$ cat src/rtl/gba_mem_pkg.sv
// -----------------------------------------------------------------------------
// gba_mem_pkg
// Shared definitions for the memory bus arbiter slice.
//   arb_owner_t      : bus owner encoding (NONE=0, CPU=1, DMA=2); also the
//                      value presented on the arbiter's arb_owner debug port.
//   MEM_SIZE_BYTE/HALF/WORD : encodings carried on the 2-bit *_size buses.
// -----------------------------------------------------------------------------
package gba_mem_pkg;

    typedef enum logic [1:0] {
        NONE = 2'd0,
        CPU  = 2'd1,
        DMA  = 2'd2
    } arb_owner_t;

    localparam logic [1:0] MEM_SIZE_BYTE = 2'd0;
    localparam logic [1:0] MEM_SIZE_HALF = 2'd1;
    localparam logic [1:0] MEM_SIZE_WORD = 2'd2;

endpackage

$ cat src/rtl/mem_arb_starve_ctr.sv
// -----------------------------------------------------------------------------
// mem_arb_starve_ctr
// Counts consecutive cycles in which the CPU is requesting but not granted.
// The count saturates at LIMIT and clears whenever the CPU is granted or stops
// requesting. starve_fire tells the arbiter to force a CPU grant.
//
// Ports
//   clock        : rising-edge clock
//   reset_n      : asynchronous active-low reset
//   cpu_req      : CPU request
//   cpu_granted  : arbiter's current-cycle grant is CPU
//   bus_pause    : memory stall; the guard never fires while the bus is frozen
//   starve_fire  : CPU has waited LIMIT cycles and the bus can switch now
// -----------------------------------------------------------------------------
module mem_arb_starve_ctr #(
    parameter int unsigned LIMIT = 8
) (
    input  logic clock,
    input  logic reset_n,
    input  logic cpu_req,
    input  logic cpu_granted,
    input  logic bus_pause,
    output logic starve_fire
);

    localparam logic [7:0] LIMIT_C = 8'(LIMIT);

    logic [7:0] cnt_q;

    always_ff @(posedge clock or negedge reset_n) begin
        if (!reset_n) begin
            cnt_q <= 8'd0;
        end else if (!cpu_req || cpu_granted) begin
            cnt_q <= 8'd0;
        end else if (cnt_q != LIMIT_C) begin
            cnt_q <= cnt_q + 8'd1;
        end
    end

    // cpu_req gates the fire so a stale saturated count cannot grant an idle CPU.
    assign starve_fire = cpu_req && !bus_pause && (cnt_q == LIMIT_C);

endmodule

$ cat src/rtl/mem_bus_arbiter.sv
// -----------------------------------------------------------------------------
// mem_bus_arbiter
// Two-requester (CPU, DMA) arbiter in front of a single memory bus.
// The granted requester's request passes to the bus with zero latency; reads
// return one cycle after the address is presented.
//
// Handshake: a requester raises *_req with addr/wdata/size/write. While its
// *_pause is high it must hold every request input constant; the cycle in which
// *_req=1 and *_pause=0 is the cycle the bus accepts the request. A read
// completes with *_rvalid high for one cycle (data on *_rdata). On the memory
// side, bus_pause=1 stalls the bus and freezes ownership.
//
// Configuration macro: MEM_ARB_STARVE_GUARD_EN
//   defined   : CPU is force-granted after STARVE_LIMIT denied cycles (a
//               locked DMA burst overrides this until the lock drops)
//   undefined : strict DMA priority, no starve counter
//
// Ports
//   clock, reset_n                 : clock, asynchronous active-low reset
//   cpu_req/addr/wdata/size/write  : CPU request
//   dma_req/addr/wdata/size/write  : DMA request; dma_lock holds a burst
//   cpu_pause, dma_pause           : per-requester stall
//   cpu_rvalid/rdata, dma_rvalid/rdata : read responses
//   bus_addr/wdata/size/write      : memory-side request
//   bus_rdata, bus_pause           : memory-side response and stall
//   arb_owner                      : registered owner (0 none, 1 CPU, 2 DMA)
// -----------------------------------------------------------------------------
module mem_bus_arbiter
    import gba_mem_pkg::*;
#(
    parameter int unsigned STARVE_LIMIT = 8
) (
    input  logic        clock,
    input  logic        reset_n,

    input  logic        cpu_req,
    input  logic [31:0] cpu_addr,
    input  logic [31:0] cpu_wdata,
    input  logic [1:0]  cpu_size,
    input  logic        cpu_write,
    output logic        cpu_pause,
    output logic        cpu_rvalid,
    output logic [31:0] cpu_rdata,

    input  logic        dma_req,
    input  logic [31:0] dma_addr,
    input  logic [31:0] dma_wdata,
    input  logic [1:0]  dma_size,
    input  logic        dma_write,
    input  logic        dma_lock,
    output logic        dma_pause,
    output logic        dma_rvalid,
    output logic [31:0] dma_rdata,

    output logic [31:0] bus_addr,
    output logic [31:0] bus_wdata,
    output logic [1:0]  bus_size,
    output logic        bus_write,
    input  logic [31:0] bus_rdata,
    input  logic        bus_pause,

    output logic [1:0]  arb_owner
);

    if (STARVE_LIMIT < 1 || STARVE_LIMIT > 255) begin : g_bad_limit
        $error("mem_bus_arbiter: STARVE_LIMIT must be within 1..255");
    end

    arb_owner_t owner_q;
    arb_owner_t rd_owner_q;
    arb_owner_t gnt;
    logic       rd_q;
    logic       starve_fire;

`ifdef MEM_ARB_STARVE_GUARD_EN
    mem_arb_starve_ctr #(
        .LIMIT       (STARVE_LIMIT)
    ) u_starve_ctr (
        .clock       (clock),
        .reset_n     (reset_n),
        .cpu_req     (cpu_req),
        .cpu_granted (gnt == CPU),
        .bus_pause   (bus_pause),
        .starve_fire (starve_fire)
    );
`else
    assign starve_fire = 1'b0;
`endif

    // Grant. reset_n is folded in so every combinational output drops to zero
    // the instant reset asserts, not just at the next edge. A stalled bus keeps
    // its owner, which is what lets a paused write finish for its originator.
    always_comb begin
        gnt = NONE;
        if (!reset_n) begin
            gnt = NONE;
        end else if (bus_pause) begin
            gnt = owner_q;
        end else if (owner_q == DMA && dma_lock && dma_req) begin
            gnt = DMA;
        end else if (starve_fire) begin
            gnt = CPU;
        end else if (dma_req) begin
            gnt = DMA;
        end else if (cpu_req) begin
            gnt = CPU;
        end
    end

    // Bus request mux: zero-latency pass-through of the granted requester.
    always_comb begin
        bus_addr  = 32'd0;
        bus_wdata = 32'd0;
        bus_size  = MEM_SIZE_BYTE;
        bus_write = 1'b0;
        case (gnt)
            CPU: begin
                bus_addr  = cpu_addr;
                bus_wdata = cpu_wdata;
                bus_size  = cpu_size;
                bus_write = cpu_write;
            end
            DMA: begin
                bus_addr  = dma_addr;
                bus_wdata = dma_wdata;
                bus_size  = dma_size;
                bus_write = dma_write;
            end
            default: begin
                bus_addr  = 32'd0;
                bus_wdata = 32'd0;
                bus_size  = MEM_SIZE_BYTE;
                bus_write = 1'b0;
            end
        endcase
    end

    // Granted requester follows the memory stall; a denied one is held off.
    always_comb begin
        cpu_pause = 1'b0;
        dma_pause = 1'b0;
        if (reset_n) begin
            cpu_pause = (gnt == CPU) ? bus_pause : cpu_req;
            dma_pause = (gnt == DMA) ? bus_pause : dma_req;
        end
    end

    // Owner state and read tracking. A read is accepted only in a cycle the
    // bus is not stalled; its data comes back on the following cycle.
    always_ff @(posedge clock or negedge reset_n) begin
        if (!reset_n) begin
            owner_q    <= NONE;
            rd_q       <= 1'b0;
            rd_owner_q <= NONE;
        end else begin
            owner_q    <= gnt;
            rd_q       <= (gnt != NONE) && !bus_write && !bus_pause;
            rd_owner_q <= gnt;
        end
    end

    assign cpu_rvalid = rd_q && (rd_owner_q == CPU);
    assign dma_rvalid = rd_q && (rd_owner_q == DMA);
    assign cpu_rdata  = bus_rdata;
    assign dma_rdata  = bus_rdata;
    assign arb_owner  = owner_q;

endmodule

$ cat config.mk
export PLATFORM = sky130hd
export DESIGN_NAME = mem_bus_arbiter
export DESIGN_NICKNAME = d
export VERILOG_FILES = /design/src/rtl/gba_mem_pkg.sv /design/src/rtl/mem_arb_starve_ctr.sv /design/src/rtl/mem_bus_arbiter.sv
export SDC_FILE = /design/constraint.sdc
export NUM_CORES = 1
export LEC_CHECK = 0
export ABC_AREA = 1
export CAP_MARGIN = 20
export CORE_AREA = 2 2 121 123
export CTS_CLUSTER_SIZE = 40
export DETAILED_ROUTE_END_ITERATION = 10
export DIE_AREA = 0 0 123 125
export PLACE_DENSITY = 0.57
export SETUP_SLACK_MARGIN = 0.5
export SLEW_MARGIN = 20
export SYNTH_ARGS = -nofsm -noshare
export SYNTH_HDL_FRONTEND = slang
export SYNTH_SLANG_ARGS = --single-unit
$ cat constraint.sdc
create_clock -name clock -period 2.4 [get_ports clock]
set_input_delay 0.48 -clock clock [delete_from_list [all_inputs] [get_ports clock]]
set_output_delay 0.48 -clock clock [all_outputs]
set_load 0.02 [all_outputs]
Yosys cells after proc, flatten, opt, wreduce, memory -nomap -nowiden

Cells that the tools add are included.

Bits in registers: 3
Input port bits: 172
Logic and storage cells: 28

Equality and inequality tests: 4
Muxes and demuxes: 13
Reductions and logical operators: 9

Operators with widths:

| operator                                            | count |
|---|---|
| one-hot mux 32 bit (2 select lines)                 | 2 |
| two-way mux 2 bit                                   | 4 |
| logical AND 1 bit                                   | 6 |
| two-way mux 1 bit                                   | 5 |
| equality test 2 x 1 -> 1 bit, second input constant | 2 |
| equality test 2 bit, second input constant          | 2 |
| one-hot mux 2 bit (2 select lines)                  | 1 |
| zero test 1 bit                                     | 2 |
| one-hot mux 1 bit (2 select lines)                  | 1 |
| nonzero test 2 bit                                  | 1 |

Logic depth before layout (Yosys ltp)

Gate-level depths: netlist of run 1.

Word-level depth: 11
Depth in mapped cells: 11
Depth with buffers taken out: 9

Worst setup path after synthesis of run 1

Ideal clock, no wire load.

Kind: in2out
From: input bus_pause
To: output bus_addr[10]
Arrival time: 1.839 ns
Required time: 1.920 ns
Setup slack: 0.081 ns
Stages on the path: 8
Buffers on the path: 3
Cells stage by stage: inv_1 > o21ai_0 > nor2_1 > ha_1 > buf_2 > buf_6 > buf_2 > a21oi_1

Word-level cells in the longest chain between the ends: 4
Elaborated cells between the ends (all ways): 5
Those cells by class: eq/ne (2); mux (3)

RTL lines:

| element                                                                    | RTL line               | source |
|---|---|---|
| start, declared                                                            | mem_bus_arbiter.sv:60  | `input logic bus_pause,` |
| two-way mux 2 bit (*)                                                      | mem_bus_arbiter.sv:97  | `end else if (bus_pause) begin` |
| two-way mux 2 bit (*)                                                      | mem_bus_arbiter.sv:95  | `if (!reset_n) begin` |
| via gnt[0]                                                                 | mem_bus_arbiter.sv:71  | `arb_owner_t gnt;` |
| equality test 2 bit / equality test 2 x 1 -> 1 bit (equally long branches) | mem_bus_arbiter.sv:116 | `case (gnt)` |
| one-hot mux 32 bit (2 select lines) (*)                                    | mem_bus_arbiter.sv:116 |  |
| end, declared                                                              | mem_bus_arbiter.sv:55  | `output logic [31:0] bus_addr,` |

The timed path passes the listed nets; every way through them passes the cells marked *.

Worst setup path in the final report of run 1

From: input bus_pause
To: output bus_addr[3]

Word-level cells in the longest chain between the ends: 4
Elaborated cells between the ends (all ways): 5
Those cells by class: eq/ne (2); mux (3)

RTL lines:

| element                                                                    | RTL line |
|---|---|
| two-way mux 2 bit (*)                                                      | mem_bus_arbiter.sv:97 |
| two-way mux 2 bit (*)                                                      | mem_bus_arbiter.sv:95 |
| equality test 2 bit / equality test 2 x 1 -> 1 bit (equally long branches) | mem_bus_arbiter.sv:116 |
| one-hot mux 32 bit (2 select lines) (*)                                    | mem_bus_arbiter.sv:116 |

Mark *: on every way between the ends. The rest lies on a longest branch, timed or not.

==> impl_metrics.yaml, run 1 <==
placement:
  place_inst: 651
  portBuffers: 211
  hpwlAfterDp_mm: 6.86
  placed_area_sq_um: 4240
  gp_congestion: 0.875
timing:
  finalSetupTns_ps: 0
  setup_viol: 0
  fmax_mhz: 436
  hold_violations: 0
  period_minus_slack_ps: 2290
  relSlewSlack_pct: 84.5
  finClkSkew_ps: 2.78
  finalCritPeriodShare_pct: 95.5
  rsz0062_at_grt: "yes"
  whs_ps: 156
  drv_slew: 0
  worst_pin_slew_ps: 232
final_layout:
  final_nets: 685
  multi_input_area_sq_um: 2080
  fillers: 1384
  finalNonFillerCells: 693
  final_cell_mix: "134 x clkdlybuf4s50_1, 60 x nand2_1, 51 x nand2_4"
  drive_gt1_share_pct: 58.2
  regArea_sq_um: 75.1
  diodes: 0
  final_common_cell: "clkdlybuf4s50_1"
  synthToLayoutAreaGrowth_pct: 210
  finish.utilization_pct: 38.8
  fin_area_sq_um: 5510
run_status:
  outcome: "finished clean"
global_routing:
  grt_usage_pct: 13.5
  grt_max_degree: 30
  grt_pass1_wl_mm: 16.0
  antenna_found_initial: 0
  grt_overflow: 0
  grt_pass1_vias: 2976
die:
  die_h_microns: 125
  fp-row-count: 44
  dieArea_sq_um: 15400
  dieWidth_microns: 123
  start_util_pct: 12.5
  ios: 309
  coreArea_sq_um: 14200
clock_tree:
  cts_tree: "built"
  clkTransAtPathRegs_ps: 30
  htree_num_levels: 1
  clock-root-buffer: "clkbuf_16"
  numCtsBuffers: 3
  clkLatencyLatePin_ps: 230
  cts_sinks: 3
  ctsHoldBuffers: 0
  clk_path_buf_depth: 2
drt:
  ant_nets: 0
  viasPerCell: 4.05
  drc: 0
  routed_wl_mm: 11.5
  first_pass_iters: 3
  vias: 2808
  drt_iter0_drc: 48
  routedWlPerCell_microns: 16.6
critical_path:
  cp_cell_sequence: "buf_12 -> inv_6 -> buf_6 -> o21ai_4 -> ha_4 -> buf_6 -> buf_8 -> clkbuf_16 -> nand2_2 -> a21oi_4 -> buf_6"
  worstSetupStartpointType: "input pin"
  end_kind: "output pin"
  reg2reg_setup_slack_ps: 730
  rr_worst_depth: 10
  cp-startpoint: "bus_pause"
  r2r-end: "rd_q$_DFF_PN0_"
  critPathArrivalTime_ps: 1810
  critPathSlowestCell: "ha_4"
  cp_data_required_time_ps: 1920
  cp_slowest_stage_delay_ps: 190
  crit_top_cell: "buf_6"
  worst-path-stages: 11
  timing.rr.start: "rd_owner_q[0]$_DFF_PN0_"
  path_max_fanout: 4
  endpoint: "bus_addr[3]"
  crit_family: "buffers and inverters"
  path_class: "input pin to output pin"
  cp_num_buf_inv: 7
synthesis:
  synth_cell_type_count: 15
  avgSynthCellArea_sq_um: 5.46
  ys_ff_latch: 3
  synth_nets: 501
  synthAdderAreaFrac_pct: 2.11
  synth_xor_area_share_pct: 0
  ys_seq_area_share_pct: 4.22
  synthSimpleGateAreaFrac_pct: 33.2
  muxShareOfSynthArea_pct: 0
  synth_compound_area_share_pct: 22.6
  synth_top_family_by_area: "buffers and inverters"
  yosysWarnings: 0
  syn_inst: 326
  netlist_area_sq_um: 1780
job:
  cap_violations: 0
power:
  power_leakage_uw: 0.00230
  vdd_drop_max_mv: 0.165
  p_per_area_nw_per_um2: 262
worst_hold_path:
  hold_path.class: "input pin to asynchronous set/reset pin"
[layout make-up]
class	count	area share (%)
clock buffer	4	1.43
timing repair buffer	267	54.4
tap	184	4.18
multi-input combinational	227	37.7
sequential	3	1.36
inverter	8	0.862
[kinds of logic (layout without fill, tap and decap cells)]
logic type	count (synthesis)	count (layout)
buf+inv	96	279
simple gates	151	151
flops	3	3
compound gates	73	73
fa+ha+maj	3	3
[cells in the mapped netlist]
master / n / area share, %
ha_1: 3 / 2.1
dfrtp_1: 3 / 4.2
nor2_1: 10 / 2.1
clkbuf_1: 4 / 0.84
buf_2: 12 / 3.4
or2_2: 1 / 0.35
a21oi_2: 10 / 4.9
o21ai_0: 5 / 1.4
nand2_2: 9 / 3.2
buf_4: 67 / 28
inv_1: 8 / 1.7
a21oi_1: 58 / 16
nand2_1: 131 / 28
buf_12: 1 / 1.1
buf_6: 4 / 2.5
[registers in the layout, indices dropped and copies added, names as in the netlist]
name,flops
rd_owner_q,2
rd_q,1
[worst register-to-register path, delay by kind of cell (launching register included)]
kind / cells / cell delay, ps
DFF: 1 / 390
buffers and inverters: 4 / 480
adders and majority gates: 1 / 210
and+or+nand+nor: 3 / 210
AOI/OAI and AO/OA: 2 / 270
[worst min path at each step]
stage | startpoint | to | cells past startpoint
floorplan | reset_n | rd_owner_q[0]$_DFF_PN0_ | 0
global placement | rd_owner_q[1]$_DFF_PN0_ | rd_owner_q[1]$_DFF_PN0_ | 3
detailed placement | rd_owner_q[1]$_DFF_PN0_ | rd_owner_q[1]$_DFF_PN0_ | 3
CTS | reset_n | rd_q$_DFF_PN0_ | 2
global route | reset_n | rd_q$_DFF_PN0_ | 2
finish | reset_n | rd_q$_DFF_PN0_ | 2
[timing repair]
item / 4_1_cts / 5_1_grt
hold endpoints to repair: 0 / 0
endpoints found under the setup margin: 72 / 73
buffers inserted: 15 / 7
pin swaps: 24 / 43
resized for setup: 453 / 114
cloned: 13 / 3
[stage by stage]
step           setup WS (ps)  total power (uW)
6_report                 109              1440
4_1_cts                 99.5              1360
5_1_grt                 37.8              1510
3_5_place_dp            -899               854
2_1_floorplan            332               615
3_3_place_gp            -845               847
[report_power, final]
group	switching, uW	internal, uW	leakage [uW]
combinational	520	598	0.00222
sequential	3.50	54.3	0.0000394
clock	47.8	219	0.0000382
total	571	872	0.00230
[layer usage]
metal / share of wire, % / track usage, %
met5: 0 / 0
met3: 6.8 / 2.51
met2: 54 / 25.9
met4: 1.4 / 2.74
met1: 37 / 15.1
Power figures use the tool's default switching activity.
==> inputs of run 2 (changes only) <==
Settings changed: SKIP_CTS_REPAIR_TIMING set to 1.
==> run 2 against run 1 <==
Power is 0.26% lower. Sequential share of layout area about the same. Combinational power hardly changed. Largest cell class unchanged. Largest power group unchanged.
==> impl_metrics.yaml, run 2 (synthesis gave the netlist of run 1 again) <==
run_status:
  outcome: "finished clean"
timing:
  setup_viol: 0
  relSlewSlack_pct: 84.5
  worst_pin_slew_ps: 232
  drv_slew: 0
  finalSetupTns_ps: 0
  fmax_mhz: 435
  period_minus_slack_ps: 2300
  finClkSkew_ps: 2.91
  rsz0062_at_grt: "yes"
  whs_ps: 181
  hold_violations: 0
  finalCritPeriodShare_pct: 95.8
die:
  fp-row-count: 44
  die_h_microns: 125
  coreArea_sq_um: 14200
  dieWidth_microns: 123
  ios: 309
  start_util_pct: 12.5
  dieArea_sq_um: 15400
global_routing:
  grt_usage_pct: 10.1
  antenna_found_initial: 0
  grt_max_degree: 36
  grt_pass1_vias: 2653
  grt_overflow: 0
  grt_pass1_wl_mm: 12.7
placement:
  hpwlAfterDp_mm: 6.86
  place_inst: 651
  portBuffers: 211
  placed_area_sq_um: 4240
  gp_congestion: 0.875
drt:
  routed_wl_mm: 12.1
  first_pass_iters: 4
  viasPerCell: 4.10
  ant_nets: 0
  vias: 2835
  drc: 0
  routedWlPerCell_microns: 17.5
  drt_iter0_drc: 52
final_layout:
  fillers: 1421
  finish.utilization_pct: 38.2
  largest_reg_flops: 2
  final_common_cell: "clkdlybuf4s50_1"
  final_cell_mix: "136 x clkdlybuf4s50_1, 65 x nand2_2, 60 x buf_6"
  finalNonFillerCells: 692
  reg_top3: "rd_owner_q: 2 flops, rd_q: 1 flops"
  fin_area_sq_um: 5430
  top_register: "rd_owner_q"
  drive_gt1_share_pct: 59.8
  final_nets: 684
  multi_input_area_sq_um: 1960
  regArea_sq_um: 75.1
  diodes: 0
  synthToLayoutAreaGrowth_pct: 205
clock_tree:
  clkLatencyLatePin_ps: 230
  numCtsBuffers: 3
  cts_sinks: 3
  clkTransAtPathRegs_ps: 30
  clock-root-buffer: "clkbuf_16"
  clk_path_buf_depth: 2
  htree_num_levels: 1
  cts_tree: "built"
worst_hold_path:
  hold_path.class: "input pin to asynchronous set/reset pin"
critical_path:
  cp_data_required_time_ps: 1920
  rr_worst_depth: 10
  cp_num_buf_inv: 6
  r2r-end: "rd_q$_DFF_PN0_"
  worstSetupStartpointType: "input pin"
  cp_slowest_stage_delay_ps: 190
  crit_family: "buffers and inverters"
  critPathSlowestCell: "ha_4"
  reg2reg_setup_slack_ps: 750
  path_max_fanout: 7
  cp_cell_sequence: "buf_6 -> inv_8 -> o21ai_4 -> inv_2 -> nand2_2 -> ha_4 -> buf_12 -> clkbuf_16 -> nand2_2 -> a21oi_4 -> buf_6"
  critPathArrivalTime_ps: 1820
  timing.rr.start: "rd_owner_q[0]$_DFF_PN0_"
  end_kind: "output pin"
  path_class: "input pin to output pin"
power:
  p_per_area_nw_per_um2: 265
  power_leakage_uw: 0.00206
  vdd_drop_max_mv: 0.162
job:
  cap_violations: 0
## run 2: worst max path at each step
stage	from	end	slack, ps	cells past startpoint
floorplan	dma_req	bus_addr[10]	330	10
global placement	bus_pause	bus_wdata[15]	-850	10
detailed placement	bus_pause	bus_wdata[15]	-900	10
CTS	bus_pause	bus_wdata[15]	-910	10
global route	bus_pause	bus_write	40	11
finish	bus_pause	bus_addr[5]	100	11
## run 2: power breakdown
part	switching (uW)	internal (uW)	total (uW)
Clock	48.1	219	268
Sequential	3.42	54.3	57.8
Combinational	518	596	1110
## run 2: area by class of cell
cell class / count / area share, %
inverter: 8 / 1.01
multi-input combinational: 227 / 36.2
clock buffer: 4 / 1.45
sequential: 3 / 1.38
timing repair buffer: 266 / 55.7
tap: 184 / 4.24
## run 2: stage by stage
stage	power, uW	setup slack [ps]
2_1_floorplan	615	332
3_3_place_gp	847	-845
3_5_place_dp	854	-899
4_1_cts	1130	-908
5_1_grt	1510	44.3
6_report	1440	100
## run 2: routing by layer
metal / vias up / share of wire [%] / track usage, %
met5: - / 0 / 0
met4: 0 / 1.3 / 2.74
met3: 22 / 7.0 / 2.65
met2: 129 / 53 / 19.0
met1: 1352 / 38 / 11.0
li1: 1332 / - / -
